===== src/rtl/alu_seq_pkg.sv =====
`default_nettype none
// ============================================================================
//  Module      : alu_seq_pkg
//  Description : Shared opcodes, FSM state type and ALU golden function for
//                the ALU command sequencer.
//  Revision    : 1.0 - initial release
// ============================================================================
package alu_seq_pkg;

    localparam logic [1:0] ALU_AND = 2'b00;
    localparam logic [1:0] ALU_OR  = 2'b01;
    localparam logic [1:0] ALU_SUB = 2'b10;
    localparam logic [1:0] ALU_ADD = 2'b11;

    // Widest operand the golden function handles; callers truncate the result.
    localparam int ALU_MAX_W = 16;

    typedef enum logic [1:0] {
        IDLE   = 2'd0,
        SETTLE = 2'd1,
        RESP   = 2'd2
    } seq_state_e;

    // Sub and add are evaluated one bit wider than the operands, so that
    // truncating to DATA_W+1 bits yields the borrow-wrapped difference and
    // the carry-out sum respectively.
    function automatic logic [ALU_MAX_W:0] alu_expected(
        input logic [1:0]           code,
        input logic [ALU_MAX_W-1:0] a,
        input logic [ALU_MAX_W-1:0] b
    );
        logic [ALU_MAX_W:0] ea;
        logic [ALU_MAX_W:0] eb;
        logic [ALU_MAX_W:0] res;
        ea = {1'b0, a};
        eb = {1'b0, b};
        case (code)
            ALU_AND: res = ea & eb;
            ALU_OR:  res = ea | eb;
            ALU_SUB: res = ea - eb;
            default: res = ea + eb;
        endcase
        return res;
    endfunction

endpackage
`default_nettype wire


===== src/rtl/alu_cmd_sequencer_if.sv =====
`default_nettype none
// ============================================================================
//  Module      : alu_cmd_sequencer_if
//  Description : Command and response valid/ready channels of the ALU
//                command sequencer.
//  Revision    : 1.0 - initial release
// ============================================================================
interface alu_cmd_sequencer_if #(
    parameter int DATA_W = 4
);

    logic              cmd_valid;
    logic              cmd_ready;
    logic [1:0]        cmd_code;
    logic [DATA_W-1:0] cmd_a;
    logic [DATA_W-1:0] cmd_b;

    logic              rsp_valid;
    logic              rsp_ready;
    logic [DATA_W:0]   rsp_data;
    logic [1:0]        rsp_code;
    logic              rsp_err;

    // Control engine side
    modport master (
        output cmd_valid, cmd_code, cmd_a, cmd_b, rsp_ready,
        input  cmd_ready, rsp_valid, rsp_data, rsp_code, rsp_err
    );

    // Sequencer side
    modport slave (
        input  cmd_valid, cmd_code, cmd_a, cmd_b, rsp_ready,
        output cmd_ready, rsp_valid, rsp_data, rsp_code, rsp_err
    );

endinterface
`default_nettype wire


===== src/rtl/alu_cmd_sequencer_ref_model.sv =====
`default_nettype none
// ============================================================================
//  Module      : alu_ref_model
//  Description : Combinational golden model of the 2-bit-opcode ALU, used to
//                flag results that disagree with the device under test.
//  Revision    : 1.0 - initial release
// ============================================================================
module alu_ref_model
    import alu_seq_pkg::*;
#(
    parameter int DATA_W = 4
) (
    input  wire [1:0]        i_code,
    input  wire [DATA_W-1:0] i_a,
    input  wire [DATA_W-1:0] i_b,
    output logic [DATA_W:0]  o_expected
);

    assign o_expected = (DATA_W+1)'(alu_expected(i_code, ALU_MAX_W'(i_a), ALU_MAX_W'(i_b)));

endmodule
`default_nettype wire


===== src/rtl/alu_cmd_sequencer.sv =====
`default_nettype none
// ============================================================================
//  Module      : alu_cmd_sequencer
//  Description : Accepts one ALU command at a time, drives it into an external
//                combinational ALU, samples the result after WAIT_CYCLES
//                clocks and returns it on a valid/ready response channel.
//                Define ALU_SEQ_CHECK_EN to build the golden-model check that
//                drives rsp_err; otherwise rsp_err is tied low.
//  Revision    : 1.0 - initial release
// ============================================================================
module alu_cmd_sequencer
    import alu_seq_pkg::*;
#(
    parameter int DATA_W      = 4,
    parameter int WAIT_CYCLES = 1,   // legal range 1..15
    parameter int CNT_W       = 8
) (
    input  wire                clk,
    input  wire                rst_n,
    alu_cmd_sequencer_if.slave bus,
    output logic [1:0]         alu_code,
    output logic [DATA_W-1:0]  alu_a,
    output logic [DATA_W-1:0]  alu_b,
    input  wire  [DATA_W:0]    alu_c,
    output logic               busy,
    output logic [CNT_W-1:0]   done_cnt
);

    localparam int                c_WAIT_W    = 4;
    localparam logic [c_WAIT_W-1:0] c_WAIT_LOAD = c_WAIT_W'(WAIT_CYCLES - 1);
    localparam logic [c_WAIT_W-1:0] c_WAIT_ONE  = c_WAIT_W'(1);
    localparam logic [CNT_W-1:0]    c_CNT_ONE   = CNT_W'(1);

    seq_state_e          state_q,    state_d;
    logic [c_WAIT_W-1:0] cnt_q,      cnt_d;
    logic [1:0]          alu_code_q, alu_code_d;
    logic [DATA_W-1:0]   alu_a_q,    alu_a_d;
    logic [DATA_W-1:0]   alu_b_q,    alu_b_d;
    logic                rsp_valid_q, rsp_valid_d;
    logic [DATA_W:0]     rsp_data_q, rsp_data_d;
    logic [1:0]          rsp_code_q, rsp_code_d;
    logic [CNT_W-1:0]    done_cnt_q, done_cnt_d;

`ifdef ALU_SEQ_CHECK_EN
    logic                rsp_err_q,  rsp_err_d;
    logic [DATA_W:0]     w_expected;

    alu_ref_model #(
        .DATA_W (DATA_W)
    ) u_ref_model (
        .i_code     (alu_code_q),
        .i_a        (alu_a_q),
        .i_b        (alu_b_q),
        .o_expected (w_expected)
    );
`endif

    always_comb begin
        state_d     = state_q;
        cnt_d       = cnt_q;
        alu_code_d  = alu_code_q;
        alu_a_d     = alu_a_q;
        alu_b_d     = alu_b_q;
        rsp_valid_d = rsp_valid_q;
        rsp_data_d  = rsp_data_q;
        rsp_code_d  = rsp_code_q;
        done_cnt_d  = done_cnt_q;
`ifdef ALU_SEQ_CHECK_EN
        rsp_err_d   = rsp_err_q;
`endif
        case (state_q)
            IDLE: begin
                // cmd_ready is high exactly in IDLE, so cmd_valid alone means a handshake
                if (bus.cmd_valid) begin
                    alu_code_d = bus.cmd_code;
                    alu_a_d    = bus.cmd_a;
                    alu_b_d    = bus.cmd_b;
                    cnt_d      = c_WAIT_LOAD;
                    state_d    = SETTLE;
                end
            end
            SETTLE: begin
                if (cnt_q != '0) begin
                    cnt_d = cnt_q - c_WAIT_ONE;
                end else begin
                    rsp_data_d  = alu_c;
                    rsp_code_d  = alu_code_q;
                    rsp_valid_d = 1'b1;
`ifdef ALU_SEQ_CHECK_EN
                    rsp_err_d   = (alu_c != w_expected);
`endif
                    state_d     = RESP;
                end
            end
            RESP: begin
                if (bus.rsp_ready) begin
                    rsp_valid_d = 1'b0;
                    done_cnt_d  = done_cnt_q + c_CNT_ONE;
                    state_d     = IDLE;
                end
            end
            default: begin
                state_d = IDLE;
            end
        endcase
    end

    always_ff @(posedge clk or negedge rst_n) begin
        if (!rst_n) begin
            state_q     <= IDLE;
            cnt_q       <= '0;
            alu_code_q  <= '0;
            alu_a_q     <= '0;
            alu_b_q     <= '0;
            rsp_valid_q <= 1'b0;
            rsp_data_q  <= '0;
            rsp_code_q  <= '0;
            done_cnt_q  <= '0;
`ifdef ALU_SEQ_CHECK_EN
            rsp_err_q   <= 1'b0;
`endif
        end else begin
            state_q     <= state_d;
            cnt_q       <= cnt_d;
            alu_code_q  <= alu_code_d;
            alu_a_q     <= alu_a_d;
            alu_b_q     <= alu_b_d;
            rsp_valid_q <= rsp_valid_d;
            rsp_data_q  <= rsp_data_d;
            rsp_code_q  <= rsp_code_d;
            done_cnt_q  <= done_cnt_d;
`ifdef ALU_SEQ_CHECK_EN
            rsp_err_q   <= rsp_err_d;
`endif
        end
    end

    assign bus.cmd_ready = (state_q == IDLE);
    assign bus.rsp_valid = rsp_valid_q;
    assign bus.rsp_data  = rsp_data_q;
    assign bus.rsp_code  = rsp_code_q;
`ifdef ALU_SEQ_CHECK_EN
    assign bus.rsp_err   = rsp_err_q;
`else
    assign bus.rsp_err   = 1'b0;
`endif

    assign alu_code = alu_code_q;
    assign alu_a    = alu_a_q;
    assign alu_b    = alu_b_q;
    assign busy     = (state_q != IDLE);
    assign done_cnt = done_cnt_q;

endmodule
`default_nettype wire


===== src/flat_wrapper.sv =====
// flat-port wrapper written by rule: the top's interface ports become plain ports
module alu_cmd_sequencer_flat import alu_seq_pkg::*;
#(
    parameter int DATA_W      = 4,
    parameter int WAIT_CYCLES = 1,                       
    parameter int CNT_W       = 8
)
  (clk, rst_n, alu_code, alu_a, alu_b, alu_c, busy, done_cnt, bus_cmd_valid, bus_cmd_code, bus_cmd_a, bus_cmd_b, bus_rsp_ready, bus_cmd_ready, bus_rsp_valid, bus_rsp_data, bus_rsp_code, bus_rsp_err);
  alu_cmd_sequencer_if #(.DATA_W(DATA_W)) bus_i ();
  input  wire clk;
  input  wire rst_n;
  output logic [1:0] alu_code;
  output logic [DATA_W-1:0] alu_a;
  output logic [DATA_W-1:0] alu_b;
  input  wire  [DATA_W:0] alu_c;
  output logic busy;
  output logic [CNT_W-1:0] done_cnt;
  input wire logic [$bits(bus_i.cmd_valid)-1:0] bus_cmd_valid;
  input wire logic [$bits(bus_i.cmd_code)-1:0] bus_cmd_code;
  input wire logic [$bits(bus_i.cmd_a)-1:0] bus_cmd_a;
  input wire logic [$bits(bus_i.cmd_b)-1:0] bus_cmd_b;
  input wire logic [$bits(bus_i.rsp_ready)-1:0] bus_rsp_ready;
  output wire logic [$bits(bus_i.cmd_ready)-1:0] bus_cmd_ready;
  output wire logic [$bits(bus_i.rsp_valid)-1:0] bus_rsp_valid;
  output wire logic [$bits(bus_i.rsp_data)-1:0] bus_rsp_data;
  output wire logic [$bits(bus_i.rsp_code)-1:0] bus_rsp_code;
  output wire logic [$bits(bus_i.rsp_err)-1:0] bus_rsp_err;
  assign bus_i.cmd_valid = bus_cmd_valid;
  assign bus_i.cmd_code = bus_cmd_code;
  assign bus_i.cmd_a = bus_cmd_a;
  assign bus_i.cmd_b = bus_cmd_b;
  assign bus_i.rsp_ready = bus_rsp_ready;
  assign bus_cmd_ready = bus_i.cmd_ready;
  assign bus_rsp_valid = bus_i.rsp_valid;
  assign bus_rsp_data = bus_i.rsp_data;
  assign bus_rsp_code = bus_i.rsp_code;
  assign bus_rsp_err = bus_i.rsp_err;
  alu_cmd_sequencer #(.DATA_W(DATA_W), .WAIT_CYCLES(WAIT_CYCLES), .CNT_W(CNT_W)) u_core (.clk(clk), .rst_n(rst_n), .bus(bus_i), .alu_code(alu_code), .alu_a(alu_a), .alu_b(alu_b), .alu_c(alu_c), .busy(busy), .done_cnt(done_cnt));
endmodule

===== config.mk =====
export PLATFORM = sky130hd
export DESIGN_NAME = alu_cmd_sequencer_flat
export DESIGN_NICKNAME = d
export VERILOG_FILES = /design/src/rtl/alu_seq_pkg.sv /design/src/rtl/alu_cmd_sequencer_if.sv /design/src/rtl/alu_cmd_sequencer_ref_model.sv /design/src/rtl/alu_cmd_sequencer.sv /design/src/flat_wrapper.sv
export SDC_FILE = /design/constraint.sdc
export NUM_CORES = 1
export LEC_CHECK = 0
export ABC_AREA = 1
export CAP_MARGIN = 20
export CORE_MARGIN = 4
export CORE_UTILIZATION = 30
export DETAILED_ROUTE_END_ITERATION = 6
export PLACE_DENSITY = 0.65
export SYNTH_ARGS = -nofsm -noshare
export SYNTH_HDL_FRONTEND = slang
export SYNTH_SLANG_ARGS = --single-unit

===== constraint.sdc =====
create_clock -name clk -period 3.1 [get_ports clk]
set_clock_uncertainty 0.1 [all_clocks]
set_input_delay 0.465 -clock clk [delete_from_list [all_inputs] [get_ports clk]]
set_output_delay 0.465 -clock clk [all_outputs]
set_load 0.02 [all_outputs]

==> summary.md <==
| Metric | Value |
|---|---|
| Status | finished, final reports clean |
| Worst-path clk slew | 0.06 ns |
| Initial drt markers | 38 |
| Post-Syn Instances | 168 |
| Synth top cells by count | nand2_1, dfrtp_1, inv_1 |
| Seq/Total Area, Yosys | 0.545 |
| First-pass GRT wire length | 5.32 mm |
| Synth top area share | 0.545 |
| Hold buffers post-CTS | 0 |
| Synth cell types | 22 |
| Mean Syn Cell Area | 8.74 sq um |
| #FFs+latches synth | 32 |
| Yosys top cell by area | dfrtp_1 |
| Io pins | 48 |
| Initial DRT Pass Iterations | 4 |
| Die width | 78.0 um |
| I/O Buffers | 46 |
| Total GRT Usage | 0.111 |
| Number of max-cap violations | 0 |
| Routed WL | around 3 mm |
| Clock buffer depth | 2 |
| Top post-synthesis cells by area | dfrtp_1, nand2_1, o21ai_2 |
| Max frequency | 474 MHz |
| Critical path type | flip-flop to output pin |
| Synth Flop Type | dfrtp_1 |
| Avg Vias per Cell | roughly 4.2 |
| Row cnt | 25 |
| Min-Delay Path Class | input port to asynchronous set/reset pin |
| Nets | 239 |
| Overall Power | roughly 2000 uW |
| Via count | 1191 |
| RSZ-0062 raised after global routing | no |
| Tmin final | about 2.1 ns |
| Pwr/cell area | 960 mW/mm^2 |
| Placed Area | ~0.0020 sq mm |
| CTS buffer count | 5 |
| Max IR drop VDD | ~440 uV |
| Area Overhead vs Synth | 41.0% |
| Slew headroom | 0.520 |
| HPWL after DPL | 2.20 mm |
| Number of global-route vias before repair | 1238 |
| DR WL/cell | 10.6 um |
| Worst R2R Start | u_core.cnt_q[0]$_DFFE_PN0P_ |
| DRC Markers | 0 |
| Placed insts | 278 |
| CTS tree | done |
| Syn nets | 189 |
| Clk Tree Root Cell | clkbuf_8 |
| CTS Sinks | 32 |
| Fin cells | 286 |
| Die ar. | between 0.006 and 0.007 sq mm |
| Number of enable flip-flop cells after synthesis | 0 |
| CP Data Required Time | 2.53 ns |
| Finished layout cell area | just over 0.002 sq mm |
| GRT overflow | 0 |
| Share of layout cells above drive strength 1 | 0.128 |
| R2r setup slk | around 1.7 ns |
| Final core occ | 0.438 |
| # diodes | 0 |
| Chip height | 78.0 um |
| Final ANT Viol Nets | 0 |
| Final hold viol count | 0 |
| Initial core utilization | 0.311 |
| Initial antenna violation count | 0 |
| H-Tree Depth | 2 |
| GPL Wtd Cong | 0.739 |
| Post-CTS resize count | 0 |
| Mapped cell area | 0.00147 sq mm |
| Reg2reg end | u_core.bus.rsp_code[0]$_DFFE_PN0P_ |
| Startpoint types | flip-flop |
| Ys async rst share | 1.00 |
| Core Area | 0.00472 sq mm |
| Tcrit/Tclk final | 0.680 |
| Pin count of the biggest net entering global routing | 33 |
| Cells on worst reg2reg path | 5 |
| Arrival time at the worst endpoint | 1.54 ns |
| Count leader, synth | nand2_1 |
| Clk Latency, worst-skew pair | approximately 0.28 ns |
| Slew Limit Fails | 0 |
| Lkg Pwr | slightly above 0.001 uW |
| Post-CTS setup buffers | 0 |
| Worst slew pin tran | between 0.7 and 0.8 ns |
| Setup TNS | 0 ns |
| Final setup violation count | 0 |
| Worst Setup End Kind | output pin |
| Crit Path Max Fanout | 3 |
| Ys Warns | 0 |
==> logic make-up (layout without fill, tap and decap cells) <==
group                      Yosys count  after routing  synth area share
AOI/OAI and AO/OA                   12             12            0.0605
xor gates and xnor gates             5              5            0.0298
adders and majority gates            2              2            0.0170
buffers and inverters               23             74            0.0715
DFF                                 32             32             0.545
other                                1              1           0.00255
and+or+nand+nor                     93             93             0.273
==> cell usage in the layout, fill, tap and decap left out, types with 4 or more instances in the layout <==
cell type and n:
clkbuf_8 6, clkdlybuf4s50_1 45, dfrtp_1 32, inv_1 15
inv_2 5, nand2_1 70, nand3_1 7, nor2_1 7
o21ai_1 4, o21ai_2 7, xor2_1 4
==> how the worst max path moves through the flow <==
stage | start | slack [ns] | to
after floorplan | u_core.state_q[1]$_DFFE_PN0P_ | 1.65 | busy
after global placement | u_core.state_q[1]$_DFFE_PN0P_ | 1.28 | bus_cmd_ready
after detailed placement | u_core.state_q[1]$_DFFE_PN0P_ | 1.27 | bus_cmd_ready
after CTS | u_core.state_q[1]$_DFFE_PN0P_ | 0.96 | bus_cmd_ready
after global routing | u_core.state_q[1]$_DFFE_PN0P_ | 0.92 | bus_cmd_ready
final | u_core.state_q[1]$_DFFE_PN0P_ | 0.99 | bus_cmd_ready
==> registers in the layout, indices dropped and copies added (netlist names) <==
register,count
u_core.done_cnt,8
u_core.bus.rsp_data,5
u_core.alu_a,4
u_core.alu_b,4
u_core.cnt_q,4
u_core.alu_code,2
u_core.bus.rsp_code,2
u_core.state_q,2
u_core.bus.rsp_valid,1
==> per-stage QoR <==
stage	hold slack (ns)	worst slack, ns
final	0.146	0.991
after global routing	0.206	0.920
after CTS	0.162	0.959
after detailed placement	0.368	1.27
after global placement	0.363	1.28
after floorplan	0.0694	1.65
==> power by group <==
group	internal (uW)	switching, uW
logic	423	534
registers	582	123
clock network	177	150
total	1180	806
==> layer usage <==
layer  up-vias  part of all wire  global-route usage  wire (um)
met5         -                 0                   0          0
met4         0             0.017              0.0420         50
met3         5             0.053              0.0418        159
met2        29              0.46               0.180       1390
met1       547              0.47               0.135       1430
li1        610                 -                   -          -
==> worst max-delay path, cell delays in order (launching register included) <==
cell and delay, ns:
dfrtp_1 0.41, nor2_2 0.22, clkdlybuf4s50_1 0.64
==> layout make-up <==
type / count / area (sq um)
fillers: 474 / 2650
multi-input cells: 113 / 563
clock inverters: 2 / 10.0
flip-flops and latches: 32 / 801
repair buffers: 46 / 455
well taps: 67 / 83.8
inverters: 20 / 75.1
clock buffers: 6 / 82.6
No activity file was read; power rests on OpenSTA's default activity.
